--- config.mk ---
export PLATFORM = sky130hd
export DESIGN_NAME = trig_run_counter
export DESIGN_NICKNAME = d
export VERILOG_FILES = /design/src/rtl/trig_run_counter_pkg.sv /design/src/rtl/trig_run_counter_tick.sv /design/src/rtl/trig_run_counter.sv
export SDC_FILE = /design/constraint.sdc
export NUM_CORES = 1
export LEC_CHECK = 0
export ABC_AREA = 1
export CAP_MARGIN = 20
export CELL_PAD_IN_SITES_DETAIL_PLACEMENT = 1
export CELL_PAD_IN_SITES_GLOBAL_PLACEMENT = 1
export CORE_MARGIN = 5
export CORE_UTILIZATION = 35
export CTS_BUF_LIST = sky130_fd_sc_hd__clkbuf_4
export DETAILED_ROUTE_END_ITERATION = 6
export PLACE_DENSITY = 0.83
export REMOVE_ABC_BUFFERS = 1
export SYNTH_ARGS = -nofsm -noshare
export SYNTH_HDL_FRONTEND = slang
export SYNTH_SLANG_ARGS = --single-unit
--- constraint.sdc ---
create_clock -name i_clk -period 2.7 [get_ports i_clk]
set_input_delay 0.27 -clock i_clk [delete_from_list [all_inputs] [get_ports i_clk]]
set_output_delay 0.27 -clock i_clk [all_outputs]
set_load 0.05 [all_outputs]
--- src/rtl/trig_run_counter_pkg.sv ---
// Shared state encoding, mode constants and limit resolution for trig_run_counter.
// Pure declarations: no logic, no timing of its own.
package trig_run_counter_pkg;

   typedef logic [0:0] state_t;

   localparam state_t ST_IDLE = 1'b0;
   localparam state_t ST_RUN  = 1'b1;

   localparam logic MODE_ONESHOT = 1'b0;
   localparam logic MODE_RELOAD  = 1'b1;

   // A zero limit on the input selects the elaboration-time default.
   function automatic int unsigned resolve_limit(input int unsigned lim,
                                                 input int unsigned def_lim);
      return (lim == 0) ? def_lim : lim;
   endfunction

endpackage

--- src/rtl/trig_run_counter_tick.sv ---
// tick_prescaler: one tick every PRESCALE enabled cycles, combinational tick, no backpressure.
// Built only with TRIG_RUN_CNT_PRESCALE_EN; phase frozen while i_en is low, cleared by i_rst/i_clr.
`ifdef TRIG_RUN_CNT_PRESCALE_EN
module tick_prescaler #(
   parameter int PRESCALE = 4
) (
   input  logic i_clk,
   input  logic i_rst,
   input  logic i_clr,
   input  logic i_en,
   output logic o_tick
);

   localparam int            PW   = (PRESCALE > 1) ? $clog2(PRESCALE) : 1;
   localparam logic [PW-1:0] LAST = PW'(PRESCALE - 1);

   logic [PW-1:0] r_phase;
   logic          w_last;

   assign w_last = (r_phase == LAST);
   assign o_tick = i_en & w_last;

   always_ff @(posedge i_clk) begin
      if (i_rst || i_clr) begin
         r_phase <= '0;
      end else if (i_en) begin
         r_phase <= w_last ? '0 : r_phase + PW'(1);
      end
   end

endmodule
`endif

--- src/rtl/trig_run_counter.sv ---
// Trigger-started run counter 1..limit with wrap-to-0 done pulse; trigger->out=1 and terminal->done 1 cycle, no backpressure.
// Optional step prescaler enabled by defining TRIG_RUN_CNT_PRESCALE_EN.
module trig_run_counter
   import trig_run_counter_pkg::*;
#(
   parameter int          WIDTH     = 4,
   parameter int unsigned DEF_LIMIT = 10,
   parameter int          RETRIGGER = 0,
   parameter int          PRESCALE  = 4
) (
   input  logic             i_clk,
   input  logic             i_rst,
   input  logic             i_trigger,
   input  logic [WIDTH-1:0] i_limit,
   input  logic             i_mode_reload,
   input  logic             i_hold,
   input  logic             i_stop,
   output logic [WIDTH-1:0] o_out,
   output logic             o_busy,
   output logic             o_done
);

   if (DEF_LIMIT < 1 || DEF_LIMIT > (2**WIDTH) - 1) begin : g_bad_def_limit
      $error("trig_run_counter: DEF_LIMIT must lie in 1..2**WIDTH-1");
   end
   if (PRESCALE < 1) begin : g_bad_prescale
      $error("trig_run_counter: PRESCALE must be >= 1");
   end

   state_t           r_state;
   logic [WIDTH-1:0] r_out;
   logic [WIDTH-1:0] r_lim;
   logic             r_mode;
   logic             r_done;

   logic             w_run;
   logic             w_trig_acc;
   logic             w_step;
   logic             w_terminal;
   logic [WIDTH-1:0] w_lim_res;

   assign w_run      = (r_state == ST_RUN);
   assign w_trig_acc = i_trigger && (!w_run || (RETRIGGER != 0));
   assign w_terminal = (r_out == r_lim);
   assign w_lim_res  = WIDTH'(resolve_limit(32'(i_limit), DEF_LIMIT));

`ifdef TRIG_RUN_CNT_PRESCALE_EN
   logic w_tick;

   // Phase restarts on any run start or abort so the first step is a full period away.
   tick_prescaler #(
      .PRESCALE (PRESCALE)
   ) u_tick (
      .i_clk  (i_clk),
      .i_rst  (i_rst),
      .i_clr  (w_trig_acc | i_stop),
      .i_en   (w_run & ~i_hold),
      .o_tick (w_tick)
   );

   assign w_step = w_tick;
`else
   assign w_step = 1'b1;
`endif

   always_ff @(posedge i_clk) begin
      if (i_rst) begin
         r_state <= ST_IDLE;
         r_out   <= '0;
         r_lim   <= WIDTH'(DEF_LIMIT);
         r_mode  <= MODE_ONESHOT;
         r_done  <= 1'b0;
      end else begin
         r_done <= 1'b0;
         if (i_stop) begin
            // Stop also masks a simultaneous trigger, so IDLE is kept as well.
            r_state <= ST_IDLE;
            r_out   <= '0;
         end else if (w_trig_acc) begin
            r_state <= ST_RUN;
            r_out   <= WIDTH'(1);
            r_lim   <= w_lim_res;
            r_mode  <= i_mode_reload;
         end else if (w_run && !i_hold && w_step) begin
            if (w_terminal) begin
               r_out  <= '0;
               r_done <= 1'b1;
               if (r_mode == MODE_ONESHOT) begin
                  r_state <= ST_IDLE;
               end
            end else begin
               r_out <= r_out + WIDTH'(1);
            end
         end
      end
   end

   assign o_out  = r_out;
   assign o_busy = w_run;
   assign o_done = r_done;

endmodule

### Yosys cells after proc, flatten, opt, wreduce, memory -nomap -nowiden

Cells that the tools add are included.

* register bits after elaboration: 11
* input bits: 10
* output and inout bits: 6
* word-level logic and storage cells: 32

* add/sub/neg operators: 1
* eq/ne operators: 2
* multiplexer cells: 9
* bitwise logic cells: 2
* reduce and logical (&&, ||, !) cells: 12

Operators by type and width (number)
* $mux 4: 2
* $mux 1: 7
* $add 4x1->4 const B: 1
* $eq 4x4->1: 1
* $logic_not 4->1: 1
* $reduce_bool 2->1: 2
* $reduce_or 4->1: 1
* $reduce_and 3->1: 1
* $reduce_or 3->1: 1
* $logic_and 1x1->1: 2
* $logic_not 1->1: 2
* $ne 2x1->1 const B: 1
* $not 1->1: 2
* $reduce_and 2->1: 1
* $reduce_or 2->1: 1

### Logic depth before layout (Yosys ltp)

Gate-level depths: netlist of the first run.

* word-level depth: 4
* depth in mapped cells: 7

### Worst setup path after synthesis of the first run

OpenSTA, ideal clock, no wires.

* path kind: register -> register
* start point: register r_out[0] (netlist: o_out[0])
* end point: register r_out[3] (netlist: o_out[3])
* setup time: 0.115 ns
* arrival: 1.304 ns
* slack: 1.281 ns
* cell stages (with the launch flop): 8
* period minus slack after synthesis: 1.419 ns
* path through: dfxtp_1 > inv_1 > nand2_1 > nand2_1 > nor2_1 > nand3_1 > nand2_1 > nor2_1

* longest elaborated chain between the ends: 2

RTL lines
* start, declared: line trig_run_counter.sv:31 `logic [WIDTH-1:0] r_out;`
* start signal, assigned: line trig_run_counter.sv:92 `r_out <= r_out + WIDTH'(1);`
* $add 4x1->4 / $eq 4x4->1 (equally long branches): line trig_run_counter.sv:92, trig_run_counter.sv:44
* $mux 4 (*): line trig_run_counter.sv:85 `if (w_terminal) begin`

Mark *: on every way between the ends. The rest lies on a longest branch, timed or not.
A chain may end at the register's enable or synchronous reset.

### Worst setup path after layout of the first run

* start point: register r_out[0] (netlist: o_out[0])
* end point: output o_out[0]

RTL lines
* end, declared: line trig_run_counter.sv:18 `output logic [WIDTH-1:0] o_out,`

No word-level cell between the ends.

==> run_results.csv, run 1 <==
group,metric,value,unit
timing,rsz0062_at_grt,"false",
yosys,ys_seq_elements,11,
critical_path,cpMaxStageDelayCell,"clkdlybuf4s50_1",
place,globalplace.congestion,0.741,
cells_and_area,n_antenna_cell,0,
route,vias,575,
timing,fin_setup_tns,0,ns
yosys,synth_top_family_by_area,"simple AND/OR/NAND/NOR gates",
route,vias_per_cell,4.96,
grt,grt_pass1_wl,2360,um
route,ant_nets,0,
timing,timing.hold.ws,0.471,ns
critical_path,path_cells,"clkdlybuf4s50_1",
critical_path,worstPathMaxFanout,6,
power_and_ir_drop,cellPowerDensity,474,nW/um^2
clock_tree,h-tree-depth,1,
clock_tree,cts_tree,"yes",
critical_path,cpLargestDelayFamily,"buffers and inverters",
yosys,yosysSeqAreaShare,0.390,
power_and_ir_drop,power_frac_seq,0.488,
power_and_ir_drop,ir_drop,0.248,mV
critical_path,crit_path_max_incr_delay,0.84,ns
cells_and_area,final_common_cell,"nand2_1",
place,dp_hpwl,1120,um
cells_and_area,final-seq-area,220,um^2
clock_tree,hold_buffers,0,
clock_tree,postCtsSetupRepairBufs,0,
cells_and_area,area_delta_synth_final,33.5,%
die,io_pins,16,
clock_tree,clk_latency,0.27,ns
power_and_ir_drop,swShare,0.267,
cells_and_area,fin_cells,116,
timing,slew_viol_final,0,
power_and_ir_drop,combPwrFrac,0.161,
timing,min_period,1.83,ns
die,row_count,14,
grt,grt_use_total,0.125,
route,drt-initial-drc-count,11,
cells_and_area,finish.utilization,0.494,
die,start_util,0.370,
timing,max_slew.worst_pin.slew,0.606,ns
die,die_x,50.2,um
timing,finalSetupViolations,0,
power_and_ir_drop,clock_power_share,0.351,
cells_and_area,final_net_count,112,
route,drtPass1Iterations,3,
cells_and_area,fillers,205,
clock_tree,clockBufferDepth,2,
timing,fmax,0.548,GHz
critical_path,path_class,"reg2out",
grt,gr-total-overflow,0,
critical_path,critPathBufInv,1,
yosys,synthDistinctLibCells,18,
route,wl_per_cell,11.8,um
die,dieHeight,50.2,um
yosys,synth_ff_type,"dfxtp_1",
timing,skew,0.00378,ns
hold_path,worst_hold_path_type,"reg2reg",
yosys,synth_mux_area_frac,0,
critical_path,arrival,1.56,ns
critical_path,endpoint_kind,"output port",
power_and_ir_drop,finalPower,0.357,mW
route,drc,0,
yosys,synthCells,82,
yosys,synthArstFlopShare,0,
cells_and_area,drive_gt1_frac,0.100,
place,dpl.cell_count,112,
critical_path,worstPathRequired,2.43,ns
timing,relSlewSlack,0.596,
clock_tree,cts_buffers,3,
critical_path,worst_setup_path_start_kind,"flip-flop",
yosys,synth_edf_count,0,
die,core,1520,um^2
yosys,syn_avg_cell_area,6.88,um^2
timing,hold_violations,0,
clock_tree,root_buffer,"clkbuf_4",
yosys,synth_warnings,0,
yosys,synth-compound-area-share,0.157,
power_and_ir_drop,p_sw,0.0952,mW
grt,grt_pass1_vias,562,
yosys,synthXorXnorAreaFrac,0.0155,
place,io_buffers,15,
clock_tree,clk_pin_slew,0.07,ns
power_and_ir_drop,leakage,0.343,nW
yosys,synthSimpleGateAreaFrac,0.288,
cells_and_area,multiInputGateArea,273,um^2
run,cap_violations,0,
grt,antenna_found_initial,0,
cells_and_area,layout_common_cells,"nand2_1 (20), inv_1 (15), clkdlybuf4s50_1 (15)",
route,routed_wl,1360,um
die,fp.dieArea,2520,um^2
timing,post-route-period-util,0.676,
clock_tree,cts_resized,0,
grt,grt_max_degree,11,
yosys,syn_area,564,um^2
clock_tree,cts.sinks,11,
yosys,synth_fa_ha_area_frac,0.0222,
status,outcome,"finished, final reports clean",
power_and_ir_drop,p_int,0.262,mW
==> state kept, by name (all words and copies together) (netlist names) <==
register / count
o_busy: 1
o_out: 4
r_lim: 4
o_done: 1
r_mode: 1
==> through the flow <==
step                      instance area, um^2  setup slack (ns)
after global placement                    723             0.973
final                                     753             0.875
after CTS                                 753             0.861
after global routing                      753             0.784
after floorplan                           553              1.20
after detailed placement                  723             0.916
==> cell families after synthesis <==
group,after synthesis
buffers and inverters,17
and+or+nand+nor,38
AOI/OAI and AO/OA,14
xor gates and xnor gates,1
DFF,11
adders and majority gates,1
==> worst paths after layout <==
kind / startpoint / to / slack, ns / depth (start not counted)
setup reg to reg: o_busy / r_lim[2] / 1.34 / 5
setup / recovery: o_out[0] / o_out[0] / 0.87 / 1
hold reg to reg: r_mode / r_mode / 0.47 / 2
hold / removal: r_mode / r_mode / 0.47 / 2
==> worst register-to-register path, stage by stage, from the launching register on <==
cell,delay (ns)
dfxtp_1,0.34
nor2_2,0.19
inv_2,0.05
or2_0,0.40
o21ai_1,0.21
a21oi_1,0.05
==> synth_stat cells (2+ instances only) <==
cell	count	area [um^2]
nand3_1	3	15.0
nand4_1	3	18.8
o21ai_0	2	10.0
nor2_1	8	30.0
nand2_1	20	75.1
dfxtp_1	11	220
o21ai_1	2	10.0
inv_1	15	56.3
a21oi_1	7	35.0
nor2_2	2	12.5
o211ai_2	2	25.0
==> metal layers <==
metal | GRT usage | part of all wire | vias to the layer above
met1 | 0.139 | 0.43 | 264
li1 | - | - | 295
met4 | 0.0917 | 0.034 | 0
met2 | 0.201 | 0.49 | 11
met5 | 0 | 0 | -
met3 | 0.0355 | 0.047 | 5
==> cell type report <==
class	instances	share of cell area
timing repair buffer	15	0.199
sequential	11	0.292
clock buffer	4	0.0399
multi-input combinational	54	0.362
tap	16	0.0266
inverter	16	0.0797
==> power by group through the flow <==
stage / registers, mW / clock network [mW] / logic (mW)
2_1_floorplan: 0.183 / 0 / 0.0281
3_3_place_gp: 0.178 / 0 / 0.0557
3_5_place_dp: 0.178 / 0 / 0.0576
4_1_cts: 0.174 / 0.130 / 0.0582
5_1_grt: 0.175 / 0.139 / 0.0642
6_report: 0.174 / 0.125 / 0.0575
Power figures use the tool's default switching activity.
==> run 2: changes to the inputs <==
- CORE_UTILIZATION: 35 -> 30
- PLACE_DENSITY: 0.83 -> 0.76
- clock period: 2.7 -> 1.6 ns (I/O delays scaled with it)
==> run_results.csv, run 2 (synthesis results as in run 1) <==
group,metric,value,unit
timing,skew,0.000444,ns
cells_and_area,final_common_cell,"nand2_1",
hold_path,worstHoldEndpoint,"r_mode",
critical_path,worstPathMaxFanout,10,
timing,max_slew.worst_pin.slew,0.567,ns
timing,min_period,1.32,ns
route,ant_nets,0,
cells_and_area,final_net_count,113,
grt,grt_pass1_wl,2350,um
power_and_ir_drop,power_frac_seq,0.489,
clock_tree,h-tree-depth,1,
timing,hold_violations,0,
power_and_ir_drop,clock_power_share,0.350,
critical_path,ff2ff_path_depth,5,
grt,grt_use_total,0.115,
power_and_ir_drop,leakage,0.360,nW
power_and_ir_drop,swShare,0.264,
route,drc,0,
hold_path,min_from,"r_mode",
grt,antenna_found_initial,0,
place,globalplace.congestion,0.763,
grt,gr-total-overflow,0,
cells_and_area,final-seq-area,220,um^2
place,dpl.cell_count,122,
critical_path,r2r_start,"o_busy",
cells_and_area,n_antenna_cell,0,
clock_tree,postCtsSetupRepairBufs,0,
clock_tree,clockBufferDepth,2,
power_and_ir_drop,p_sw,0.159,mW
grt,grt_max_degree,11,
die,io_pins,16,
clock_tree,hold_buffers,0,
die,start_util,0.320,
clock_tree,cts_resized,0,
critical_path,crit_path_max_incr_delay,0.46,ns
die,die_x,53.4,um
timing,slew_viol_final,0,
clock_tree,clk_pin_slew,0.07,ns
power_and_ir_drop,p_int,0.443,mW
hold_path,hold_depth,2,
clock_tree,cts.sinks,11,
cells_and_area,area_delta_synth_final,34.1,%
power_and_ir_drop,ir_drop,0.399,mV
critical_path,cpMaxStageDelayCell,"clkdlybuf4s50_1",
clock_tree,cts_buffers,3,
critical_path,arrival,1.46,ns
critical_path,worst_setup_path_start_kind,"input port",
power_and_ir_drop,cellPowerDensity,795,nW/um^2
timing,relSlewSlack,0.622,
clock_tree,cts_tree,"yes",
cells_and_area,layout_common_cells,"nand2_1 (20), inv_1 (15), dfxtp_1 (11)",
critical_path,path_class,"in2reg",
route,routed_wl,1240,um
critical_path,path_cells,"clkdlybuf4s50_1 -> inv_1 -> nor2_2 -> inv_2 -> or2_0 -> o21ai_1 -> a21oi_1",
timing,fmax,0.758,GHz
timing,fin_setup_tns,0,ns
critical_path,r2r_end,"r_lim[2]",
critical_path,worstPathRequired,1.74,ns
cells_and_area,fillers,246,
route,vias,559,
die,core,1760,um^2
cells_and_area,multiInputGateArea,273,um^2
status,outcome,"finished, final reports clean",
run,cap_violations,0,
clock_tree,clk_latency,0.27,ns
route,drtPass1Iterations,4,
critical_path,endpoint_kind,"flip-flop",
timing,post-route-period-util,0.824,
place,dp_hpwl,1020,um
grt,grt_pass1_vias,583,
clock_tree,root_buffer,"clkbuf_4",
route,vias_per_cell,4.44,
power_and_ir_drop,finalPower,0.602,mW
route,wl_per_cell,9.87,um
route,drt-initial-drc-count,5,
timing,timing.hold.ws,0.465,ns
cells_and_area,drive_gt1_frac,0.168,
cells_and_area,fin_cells,126,
place,place_ws,-0.0267,ns
timing,finalSetupViolations,0,
hold_path,worst_hold_path_type,"reg2reg",
die,dieHeight,53.4,um
die,fp.dieArea,2850,um^2
critical_path,reg2reg_slack,0.29,ns
timing,setup_ws,0.281,ns
place,io_buffers,15,
power_and_ir_drop,combPwrFrac,0.161,
timing,rsz0062_at_grt,"false",
die,row_count,15,
## run 2: changes by cell type in the layout (fill, tap and decap cells not counted), sizes merged
| cell | delta |
|---|---|
| buf | +7 |
| clkdlybuf4s50 | -6 |
## run 2: worst max-delay path by stage
| stage | start | endpoint | cells past startpoint | slack, ns |
|---|---|---|---|---|
| after global placement | i_trigger | r_lim[2] | 7 | 0.02 |
| after detailed placement | i_trigger | r_lim[2] | 7 | -0.03 |
| after floorplan | o_busy | r_lim[2] | 5 | 0.1 |
| after global routing | o_busy | r_mode | 5 | 0.13 |
| final | i_trigger | r_lim[2] | 7 | 0.28 |
| after CTS | o_busy | r_lim[2] | 5 | 0.27 |
## run 2: metal layers
metal | vias to the layer above | GRT usage | wire length, um
met4 | 0 | 0.0383 | 13
met2 | 12 | 0.180 | 579
met1 | 247 | 0.138 | 585
met5 | - | 0 | 0
li1 | 298 | - | -
met3 | 2 | 0.0507 | 64
## run 2: layout make-up
class,count,share of cell area
well taps,25,0.0413
flip-flops and latches,11,0.291
multi-input cells,54,0.360
inverters,16,0.0793
clock buffers,4,0.0397
repair buffers,16,0.188
## run 2: power by group through the flow
stage	combinational (mW)	sequential (mW)	clock, mW
final	0.0967	0.294	0.211
after global routing	0.110	0.297	0.237
after CTS	0.0985	0.294	0.220
after detailed placement	0.0976	0.301	0
after global placement	0.0957	0.300	0
after floorplan	0.0474	0.308	0
## run 2: metrics by stage
step / area, um^2 / utilization
5_1_grt: 757 / 0.429
3_5_place_dp: 727 / 0.412
4_1_cts: 757 / 0.429
6_report: 757 / 0.429
2_1_floorplan: 553 / -
3_3_place_gp: 727 / 0.412
## run 2: critical path, delay by kind of cell
family	cells	cell delay, ns
compound gates	2	0.26
buf+inv	3	0.55
simple gates	2	0.49
==> run 3: changes to the inputs <==
- clock period: 1.6 -> 1.1 ns (I/O delays scaled with it)
==> run_results.csv, run 3 (synthesis results as in run 1) <==
group,metric,value,unit
status,outcome,"finished, violations left",
status,violations,"setup timing",
critical_path,worst_setup_path_start_kind,"flip-flop",
route,drtPass1Iterations,4,
route,drc,0,
critical_path,worstPathRequired,1.25,ns
die,core,1760,um^2
critical_path,ff2ff_path_depth,6,
timing,skew,0.00778,ns
timing,relSlewSlack,0.857,
critical_path,path_cells,"nor2_4 -> inv_2 -> or2_4 -> buf_6 -> o21ai_2 -> a21oi_1",
timing,fin_setup_tns,-0.186,ns
cells_and_area,layout_common_cells,"buf_4 (15), nand2_1 (12), inv_1 (11)",
hold_path,worstHoldEndpoint,"r_mode",
clock_tree,cts_tree,"yes",
timing,fmax,0.869,GHz
timing,post-route-period-util,1.05,
critical_path,path_class,"reg2reg",
critical_path,worstPathMaxFanout,5,
route,drt-initial-drc-count,5,
die,die_x,53.4,um
place,dpl.cell_count,133,
cells_and_area,area_delta_synth_final,86.9,%
power_and_ir_drop,leakage,0.458,nW
die,io_pins,16,
critical_path,r2r_start,"o_busy",
power_and_ir_drop,cellPowerDensity,925,nW/um^2
grt,gr-total-overflow,0,
power_and_ir_drop,finalPower,0.976,mW
critical_path,crit_path_max_incr_delay,0.37,ns
clock_tree,clockBufferDepth,2,
route,routed_wl,1910,um
cells_and_area,fin_area,1050,um^2
cells_and_area,final_net_count,129,
grt,grt_pass1_wl,3110,um
critical_path,cpMaxStageDelayCell,"dfxtp_4",
clock_tree,h-tree-depth,1,
route,wl_per_cell,13.5,um
grt,grt_pass1_vias,691,
critical_path,cpLargestDelayFamily,"flip-flops",
grt,grt_use_total,0.154,
clock_tree,clk_pin_slew,0.07,ns
power_and_ir_drop,ir_drop,0.511,mV
critical_path,arrival,1.31,ns
cells_and_area,final_common_cell,"buf_4",
clock_tree,root_buffer,"clkbuf_4",
timing,slew_viol_final,0,
cells_and_area,finish.utilization,0.598,
route,vias,654,
die,row_count,15,
critical_path,endpoint_kind,"flip-flop",
place,globalplace.congestion,0.699,
hold_path,min_from,"r_mode",
hold_path,worst_hold_path_type,"reg2reg",
timing,hold_violations,0,
die,start_util,0.320,
critical_path,r2r_end,"r_mode",
cells_and_area,drive_gt1_frac,0.530,
timing,rsz0062_at_grt,"true",
place,io_buffers,15,
die,fp.dieArea,2850,um^2
run,cap_violations,0,
timing,min_period,1.15,ns
critical_path,critPathBufInv,2,
route,ant_nets,0,
route,vias_per_cell,4.61,
critical_path,path_depth,6,
critical_path,reg2reg_slack,-0.05,ns
hold_path,hold_depth,2,
die,dieHeight,53.4,um
timing,finalSetupViolations,5,
place,placed_area,885,um^2
grt,antenna_found_initial,0,
clock_tree,cts.sinks,11,
place,dp_hpwl,1330,um
timing,max_slew.worst_pin.slew,0.214,ns
cells_and_area,n_antenna_cell,0,
cells_and_area,fin_cells,142,
clock_tree,clk_latency,0.27,ns
cells_and_area,fillers,214,
grt,grt_max_degree,8,
clock_tree,cts_buffers,3,
timing,setup_ws,-0.0506,ns
[run 3: repair_timing]
item                                    CTS  global route
hold buffers                              0             0
gates resized for setup                  16            27
cloned                                    1             0
endpoints found under the setup margin   11            12
pin swaps                                 1             8
buffers inserted                          2             2
[run 3: final cells by class]
class	count	area [um^2]	share of cell area
multi-input combinational	54	355	0.337
sequential	11	240	0.228
tap	25	31.3	0.0297
clock buffer	4	30.0	0.0285
timing repair buffer	32	338	0.320
inverter	16	60.1	0.0569
[run 3: through the flow]
step	hold slack [ns]	worst slack (ns)
4_1_cts	0.412	-0.0360
3_3_place_gp	0.457	-0.277
6_report	0.493	-0.0506
2_1_floorplan	0.273	-0.401
3_5_place_dp	0.471	-0.323
5_1_grt	0.493	-0.0989
[run 3: worst max-delay path by stage]
stage                     startpoint       end
final                         o_busy    r_mode
after global routing          o_busy    r_mode
after CTS                     o_busy  r_lim[0]
after detailed placement   i_trigger  r_lim[2]
after global placement     i_trigger  r_lim[2]
after floorplan               o_busy  r_lim[2]
[run 3: power by group]
| group | internal (mW) | switching, mW |
|---|---|---|
| Sequential | 0.412 | 0.0157 |
| Clock | 0.165 | 0.144 |
| Combinational | 0.118 | 0.121 |
[run 3: worst reg2reg max path, delay by kind of cell, from the launching register on]
kind                   cells  cell delay, ns
flip-flops                 1            0.37
AO/OA/AOI/OAI              2            0.17
buffers and inverters      2            0.19
AND/OR/NAND/NOR            2            0.33
[run 3: per-layer routing]
metal	up-vias	global-route usage	share of wire
met4	0	0.0766	0.0089
met2	8	0.280	0.56
li1	328	-	-
met1	316	0.163	0.40
met3	2	0.0366	0.028
met5	-	0	0
==> variant, RTL diff (flow settings as in run 3) <==
Change the parameter `WIDTH` from 4 to 6.
--- a/src/rtl/trig_run_counter.sv
+++ b/src/rtl/trig_run_counter.sv
@@ -4,5 +4,5 @@
    import trig_run_counter_pkg::*;
 #(
-   parameter int          WIDTH     = 4,
+   parameter int          WIDTH     = 6,
    parameter int unsigned DEF_LIMIT = 10,
    parameter int          RETRIGGER = 0,
Interface: changed (resized i_limit and o_out); port bits go from 16 to 20. No check against the original RTL was run, so the function may have changed too.
==> variant against run 3 <==
  * The run still ends with negative setup slack left
  * Routed wire length is 20% higher
  * Sequential cell count is 4 higher
  * Worst setup slack worse by 100 ps
  * Cell count is 20% higher
  * Total power is 16% higher
  * Synthesized area is 30% higher
  * Die area is 24% higher
  * Non-clock buffer count is 7 higher
  * Final area is 22% higher
==> variant: results (changes against run 3) <==
| Metric | Value |
|---|---|
| Outcome | `finished, violations left` |
| Failing checks | `negative setup slack` |
| Slew of the pin with the lowest slew margin | `348 ps (+134 ps)` |
| Global-route wire length before repair | `3770 um (+21%)` |
| Met2 wire length | `1270 um (+19%)` |
| Routed WL per cell | `13.5 um (about the same)` |
| Setup slack after layout | `-151 ps (-101 ps)` |
| Hpwl dp | `1700 um (+28%)` |
| DR iter-0 viols | `8 (+3)` |
| Nets@finish | `154 (+19%)` |
| Hold Path Class | `input port to register` |
| Port bufs | `19 (+4)` |
| Placed cell count | `165 (+24%)` |
| Final setup vio count | `9 (+4)` |
| Setup crit end | `o_busy$_SDFFE_PP0P_` |
| Critical-path maximum fanout | `3 (-2)` |
| R2r startpoint | `r_lim[2]$_SDFFE_PP0P_` |
| Worst Reg-to-Reg Cells | `7 (+1)` |
| Largest net degree at the start of global routing | `10 (+2)` |
| Total Routing Usage GR | `13.9% (-1.5 points)` |
| Largest cells by area after synthesis | `dfxtp_1, nand2_1, nor2_1` |
| CP max stage cell | `dfxtp_2` |
| Yosys cell types | `20 (+2)` |
| Metal-1 WL | `917 um (+19%)` |
| XOR/XNOR share of the synthesized area | `8.33% (+6.8 points)` |
| Vias in the first global route | `866 (+25%)` |
| Share of layout cells above drive strength 1 | `43.6% (-9.4 points)` |
| Skew final | `4.53 ps (-3.25 ps)` |
==> variant: cell types whose count changed in the layout (fill, tap and decap cells not counted), moves of 3 or more <==
cell	delta
clkdlybuf4s50_1	+3
nor2_1	+10
a21oi_1	-3
nand2_2	-4
dfxtp_1	+3
nand2_1	+3
buf_4	+5
==> variant: layout make-up <==
class	count	area [um^2]
Tap cell	30	37.5
Multi-Input combinational cell	68	423
Timing Repair Buffer	39	420
Clock buffer	3	22.5
Clock inverter	1	5.00
Fill cell	279	1130
Sequential cell	15	319
Inverter	14	55.1
==> variant: cells by family (layout without fill, tap and decap cells) <==
family                     after synthesis  count (layout)
adders and majority gates                1               1
AOI/OAI and AO/OA                       13              13
xor gates and xnor gates                 7               7
buffers and inverters                   14              57
and+or+nand+nor                         47              47
DFF                                     15              15
==> variant: where the power goes <==
part           switching [mW]  internal [mW]  total, mW
registers              0.0199          0.559      0.579
logic                   0.110          0.115      0.225
clock network           0.190          0.135      0.325
==> variant: how the worst min path moves through the flow <==
| stage | slack, ps | end | cells past startpoint | startpoint |
|---|---|---|---|---|
| floorplan | 240 | r_lim[1]$_SDFFE_PP1P_ | 2 | i_limit[1] |
| CTS | 440 | r_lim[5]$_SDFFE_PP0P_ | 3 | i_limit[5] |
| detailed placement | 470 | r_mode$_SDFFE_PP0P_ | 2 | r_mode$_SDFFE_PP0P_ |
| global route | 470 | r_lim[3]$_SDFFE_PP1P_ | 3 | i_limit[3] |
| finish | 440 | r_mode$_SDFFE_PP0P_ | 3 | i_mode_reload |
| global placement | 450 | r_mode$_SDFFE_PP0P_ | 2 | r_mode$_SDFFE_PP0P_ |
==> variant: per-layer routing <==
layer	vias up	track usage, %
met5	-	0
met4	0	3.80
met3	2	2.18
met2	14	27.5
met1	369	15.0
li1	400	-
==> variant: worst reg2reg max path, cell delays in order (launching register included) <==
cell and delay [ps]:
dfxtp_2 350, xnor2_2 190, nand2_2 110, nor2_4 160, buf_4 130, nand4_1 80, nand2_1 70, a21oi_1 50
==> variant: stage by stage <==
step	utilization, %	TNS [ps]
CTS	51.5	-277
global route	53.2	-1370
global placement	49.2	-1560
finish	53.2	-863
detailed placement	49.2	-2160
floorplan	-	-3780
==> variant: what timing repair did <==
item / in CTS / in global routing
buffers inserted: 0 / 1
gates resized for setup: 12 / 16
cloned: 0 / 0
pin swaps: 6 / 7
setup endpoints to repair: 12 / 16
